`src/rtl/mixer_pkg.sv`:
```
// mixer_pkg: shared encodings for the mixer sequencer
package mixer_pkg;
    localparam logic [1:0] MIX_BG      = 2'd0;
    localparam logic [1:0] MIX_FG      = 2'd1;
    localparam logic [1:0] MIX_KEY     = 2'd2;
    localparam logic [1:0] MIX_BLACK   = 2'd3;
    localparam logic [1:0] ADDR_MODE   = 2'd0;
    localparam logic [1:0] ADDR_KEY    = 2'd1;
    localparam logic [1:0] ADDR_MUTE   = 2'd2;
    localparam logic [1:0] ADDR_COMMIT = 2'd3;
    typedef enum logic [1:0] {IDLE, PENDING, MUTE} state_e;
endpackage

```
`src/rtl/sync_edge_detect.sv`:
```
// sync_edge_detect: registers a synchronous strobe and flags its rising edge
module sync_edge_detect (
    input  logic clk_i,
    input  logic rst_ni,
    input  logic sig_i,
    output logic rise_o
);
    logic sig_q;
    always_ff @(posedge clk_i) begin
        if (!rst_ni) sig_q <= 1'b0;
        else         sig_q <= sig_i;
    end
    assign rise_o = sig_i && !sig_q;
endmodule

```
`src/rtl/mixer_sequencer.sv`:
```
// mixer_sequencer: stages host config and applies it to the live mixer controls at field boundaries
module mixer_sequencer
    import mixer_pkg::*;
#(
    parameter logic [1:0]  DEFAULT_MODE = MIX_KEY,
    parameter logic [17:0] DEFAULT_KEY  = 18'h00000
) (
    input  logic        pixelClockX6,
    input  logic        nReset,
    input  logic        vsync,
    input  logic        cfg_valid,
    output logic        cfg_ready,
    input  logic [1:0]  cfg_addr,
    input  logic [17:0] cfg_data,
    output logic [1:0]  mix_mode,
    output logic [17:0] key_colour,
    output logic        mute,
    output logic        busy
);
    state_e      state_q, state_d;
    logic [1:0]  stg_mode_q, stg_mode_d, mode_q, mode_d;
    logic [17:0] stg_key_q, stg_key_d, key_q, key_d;
    logic [3:0]  stg_mute_q, stg_mute_d, cnt_q, cnt_d;
    logic        mute_q, mute_d, alive_q, vsync_rise, wr;

    sync_edge_detect u_vs (
        .clk_i  (pixelClockX6),
        .rst_ni (nReset),
        .sig_i  (vsync),
        .rise_o (vsync_rise)
    );

    // alive_q keeps cfg_ready low while reset is held, without a path from nReset
    assign cfg_ready  = alive_q && (state_q == IDLE);
    assign busy       = state_q != IDLE;
    assign wr         = cfg_valid && cfg_ready;
    assign mix_mode   = mode_q;
    assign key_colour = key_q;
    assign mute       = mute_q;

    always_comb begin
        state_d    = state_q;
        stg_mode_d = (wr && cfg_addr == ADDR_MODE) ? cfg_data[1:0] : stg_mode_q;
        stg_key_d  = (wr && cfg_addr == ADDR_KEY)  ? cfg_data      : stg_key_q;
        stg_mute_d = (wr && cfg_addr == ADDR_MUTE) ? cfg_data[3:0] : stg_mute_q;
        mode_d     = mode_q;
        key_d      = key_q;
        mute_d     = mute_q;
        cnt_d      = cnt_q;
        case (state_q)
            IDLE: state_d = (wr && cfg_addr == ADDR_COMMIT) ? PENDING : IDLE;
            PENDING: if (vsync_rise) begin
                mode_d  = stg_mode_q;
                key_d   = stg_key_q;
                mute_d  = stg_mute_q != 4'd0;
                cnt_d   = stg_mute_q;
                state_d = (stg_mute_q != 4'd0) ? MUTE : IDLE;
            end
            MUTE: if (vsync_rise) begin
                mute_d  = cnt_q != 4'd1;
                cnt_d   = cnt_q - 4'd1;
                state_d = (cnt_q == 4'd1) ? IDLE : MUTE;
            end
            default: state_d = IDLE;
        endcase
    end

    always_ff @(posedge pixelClockX6) begin
        if (!nReset) begin
            state_q    <= IDLE;
            alive_q    <= 1'b0;
            stg_mode_q <= DEFAULT_MODE;
            stg_key_q  <= DEFAULT_KEY;
            stg_mute_q <= 4'd0;
            mode_q     <= DEFAULT_MODE;
            key_q      <= DEFAULT_KEY;
            mute_q     <= 1'b0;
            cnt_q      <= 4'd0;
        end else begin
            state_q    <= state_d;
            alive_q    <= 1'b1;
            stg_mode_q <= stg_mode_d;
            stg_key_q  <= stg_key_d;
            stg_mute_q <= stg_mute_d;
            mode_q     <= mode_d;
            key_q      <= key_d;
            mute_q     <= mute_d;
            cnt_q      <= cnt_d;
        end
    end
endmodule

```
`config.mk`:
```
export PLATFORM = sky130hd
export DESIGN_NAME = mixer_sequencer
export DESIGN_NICKNAME = d
export VERILOG_FILES = /design/src/rtl/mixer_pkg.sv /design/src/rtl/sync_edge_detect.sv /design/src/rtl/mixer_sequencer.sv
export SDC_FILE = /design/constraint.sdc
export NUM_CORES = 1
export LEC_CHECK = 0
export CELL_PAD_IN_SITES_DETAIL_PLACEMENT = 1
export CELL_PAD_IN_SITES_GLOBAL_PLACEMENT = 2
export CORE_AREA = 10 10 85 117
export DETAILED_ROUTE_END_ITERATION = 12
export DIE_AREA = 0 0 95 127
export MAX_ROUTING_LAYER = met4
export PLACE_DENSITY = 0.77
export SYNTH_ARGS = -nofsm -noshare
export SYNTH_HDL_FRONTEND = slang
export SYNTH_SLANG_ARGS = --single-unit
```
`constraint.sdc`:
```
create_clock -name pixelClockX6 -period 1.5 [get_ports pixelClockX6]
set_input_delay 0.225 -clock pixelClockX6 [delete_from_list [all_inputs] [get_ports pixelClockX6]]
set_output_delay 0.225 -clock pixelClockX6 [all_outputs]
set_load 0.005 [all_outputs]
```
==> key figures <==
Run status
  • Outcome: finished clean

STA
  • Final Max Slew Viols: 0
  • Setup Skew: 4.31 ps
  • Setup TNS: 0 ps
  • Crit path time final: about 1400 ps
  • Final count of hold timing violations: 0
  • Fmax: around 0.71 GHz
  • Worst Tran Pin Value: 373 ps
  • Finish-stage setup viols: 0
  • Tcrit/Tclk final: 94.2%
  • Relative slew slack: 74.9%
  • RSZ-0062 raised after global routing: no

Critical path
  • Worst setup EP type: output port
  • Slowest CP cell: dfxtp_2
  • Setup CP Type: reg -> out
  • WP data required: around 1300 ps
  • Crit path max fanout: 4
  • CP endpoint: busy
  • Start of the worst register-to-register path: state_q[0]$_SDFFE_PN0P_
  • Crit path arrival time: 1190 ps
  • Startpoint Class: flop
  • Slowest Stage Delay on Critical Path: 340 ps
  • Worst setup startpoint: state_q[1]$_SDFFE_PN0P_
  • WP depth: 2
  • Crit-path cells: or2_2 -> dlygate4sd2_1
  • R2r setup slk: roughly 110 ps
  • Critical path's top delay family: flip-flops
  • Cell count of the worst reg-to-reg path: 4
  • Crit Reg-Reg Endpoint: cnt_q[0]$_SDFFE_PN0P_
  • Crit path buf inv count: 1

Routing
  • DR pass1 iterations: 4
  • DR vias: approximately 1,900
  • Drt via density: 4.58
  • Wl on met1: 2520 um
  • Uppermost layer routed: met4
  • Drt drc: 0
  • DR WL/cell: ~14 um
  • Post-route ant nets: 0
  • DR WL met3: 185 um
  • Routed met2 length: between 3000 and 4000 um
  • Drt total wl: about 6000 um
  • DRT iter0 DRCs: 110

Power
  • Combinational share of power: 7.5%
  • P_leak: 0.00104 uW
  • Pint: 2190 uW
  • Sw Ratio: between 20% and 30%
  • Pwr dens: 909 nW/um^2
  • Clk network pwr share: 40.5%
  • Sw Pwr: around 570 uW
  • Reg power frac: between 50% and 60%
  • Tot Pwr: approximately 2800 uW
  • Worst VDD drop: ~0.00055 V

Logic synthesis
  • Share of the synthesized area in the top cell type: approximately 47%
  • Post-synth EDFFs: 0
  • Synth top cells by count: nand2_1 (69), dfxtp_1 (53), o21ai_2 (18), a21boi_1 (13), nand3_1 (13)
  • Cell count after synthesis: approximately 260
  • Synth Net Count: ~280
  • Number of synthesis warnings: 0
  • Netlist cell types: 40
  • Synthesized area: 2280 sq um
  • Syn avg cell area: a little under 9 sq um
  • Synth area leader: dfxtp_1
  • Main synth FF type: dfxtp_1
  • Yosys reg bits: 53
  • Async S/R FF share, synth: 0%
  • Seq/Total Area, Yosys: a little under half
  • Synth top area cells: dfxtp_1 (47%), nand2_1 (11%), o21ai_2 (6.9%)
  • Most common cell in the netlist: nand2_1

Global route
  • Pin count of the biggest net entering global routing: 64
  • Total gr overflow: 0
  • Gr usage total: 10.1%
  • First-pass GRT wire length: around 9700 um
  • Vias in the first global route: about 2,000
  • Initial antenna violation count: 0

Layout
  • Area grow syn2layout: 33.5%
  • Share of cells above drive strength 1: 19.6%
  • Total Nets Final: around 330
  • Ant diodes: 0

Clock tree
  • Cts bufs inserted: 5
  • TritonCTS clock tree: built
  • Clock slew at reported path FFs: about 60 ps
  • Clk buf depth: 2
  • Setup bufs post-CTS: 0
  • H-Tree Depth: 2
  • Clk_lat worst skew: roughly 280 ps
  • Clk sinks: 53
  • Clock Tree Root: clkbuf_16

Job
  • Max-cap viol count: 0

Floorplan
  • Die footprint: 12,100 sq um
  • Die Ht: between 100 and 150 um
  • Core ar.: 7910 sq um
  • Die span in x: about 95 um
  • Cell row count: 39
  • Initial Util: between 20 and 30%
  • Ports: 47

Place
  • Post-DP HPWL: ~4200 um
  • Placer Congestion: ~0.8
  • PortBufs: 46

Worst hold path
  • Hold Path Class: in -> reg
-- power by group through the flow --
stage          Sequential, uW  Combinational [uW]  Clock, uW
6_report                 1440                 207       1120
5_1_grt                  1440                 226       1250
4_1_cts                  1430                 206       1180
3_5_place_dp             1470                 207          0
3_3_place_gp             1470                 205          0
2_1_floorplan            1470                 101          0
-- cells by family after synthesis --
family,Yosys count,synth area share (%)
multiplexers,1,0.440
buffers and inverters,20,5.88
AO/OA/AOI/OAI,58,19.0
AND/OR/NAND/NOR,121,27.0
flip-flops,53,46.6
adder cells (fa/ha/maj),2,1.10
-- through the flow --
| step | cells | area (sq um) | util, % | hold WS (ps) | worst slack, ps |
|---|---|---|---|---|---|
| 2_1_floorplan | 255 | 2280 | - | 253 | 197 |
| 4_1_cts | 407 | 3010 | 38.1 | 180 | 0.232 |
| 3_3_place_gp | 400 | 2870 | 36.3 | 443 | -162 |
| 6_report | 408 | 3040 | 38.5 | 186 | 87.0 |
| 5_1_grt | 408 | 3040 | 38.5 | 177 | 5.87 |
| 3_5_place_dp | 400 | 2870 | 36.3 | 447 | -187 |
-- area by class of cell --
cell class | count | area, sq um
Clock buffer | 7 | 143
Fill cell | 937 | 4860
Timing Repair Buffer | 61 | 608
Inverter | 3 | 11.3
Sequential cell | 53 | 1060
Tap cell | 102 | 128
Multi-Input combinational cell | 182 | 1090
-- what timing repair did --
item,in CTS,in global routing
setup endpoints to repair,2,6
hold buffers,0,0
gates resized for setup,3,6
cloned,0,1
-- worst register-to-register path: stages, from the launching register on --
cell and delay [ps]:
dfxtp_1 330, buf_4 160, nand2b_1 180, a21o_1 270
o311a_1 350
-- registers in the layout (all words and copies together), names as in the netlist, 2 cells and up --
register / flops
stg_key_q: 18
mix_mode: 2
key_colour: 18
stg_mute_q: 4
stg_mode_q: 2
state_q: 2
cnt_q: 4
-- worst min-delay path by stage --
stage | startpoint | end | slack (ps) | cells past startpoint
after global placement | stg_key_q[13]$_SDFFE_PN0P_ | key_colour[13]$_SDFFE_PN0P_ | 440 | 2
after global routing | nReset | alive_q$_DFF_P_ | 180 | 1
after detailed placement | key_colour[13]$_SDFFE_PN0P_ | key_colour[13]$_SDFFE_PN0P_ | 450 | 2
after CTS | nReset | alive_q$_DFF_P_ | 180 | 1
final | nReset | alive_q$_DFF_P_ | 190 | 1
after floorplan | nReset | alive_q$_DFF_P_ | 250 | 0
-- cell usage in the layout (no fill, tap or decap), types with 2 or more instances in the layout --
| cell | netlist | routed |
|---|---|---|
| nand2_1 | 69 | 69 |
| dfxtp_1 | 53 | 52 |
| clkdlybuf4s50_1 | 0 | 43 |
| o21ai_2 | 18 | 18 |
| nand3_1 | 13 | 13 |
| a21boi_1 | 13 | 13 |
| nand3_2 | 12 | 12 |
| buf_4 | 1 | 11 |
| nor2_1 | 9 | 8 |
| a21boi_0 | 7 | 7 |
| o21ai_1 | 6 | 6 |
| clkbuf_16 | 0 | 6 |
| inv_1 | 3 | 3 |
| nand2b_1 | 3 | 3 |
| a21oi_1 | 3 | 3 |
| nand3b_1 | 2 | 2 |
| o21a_1 | 2 | 2 |
| o211ai_1 | 2 | 2 |
| and2_1 | 2 | 2 |
| nor3b_1 | 2 | 2 |
| o21ai_0 | 2 | 2 |
| ha_1 | 2 | 2 |
| buf_12 | 2 | 2 |
-- per-layer routing --
layer	track usage [%]	up-vias
li1	-	966
met1	11.9	869
met2	16.9	30
met3	1.88	4
met4	2.92	0
met5	-	-
(Power assumes the default switching activity.)
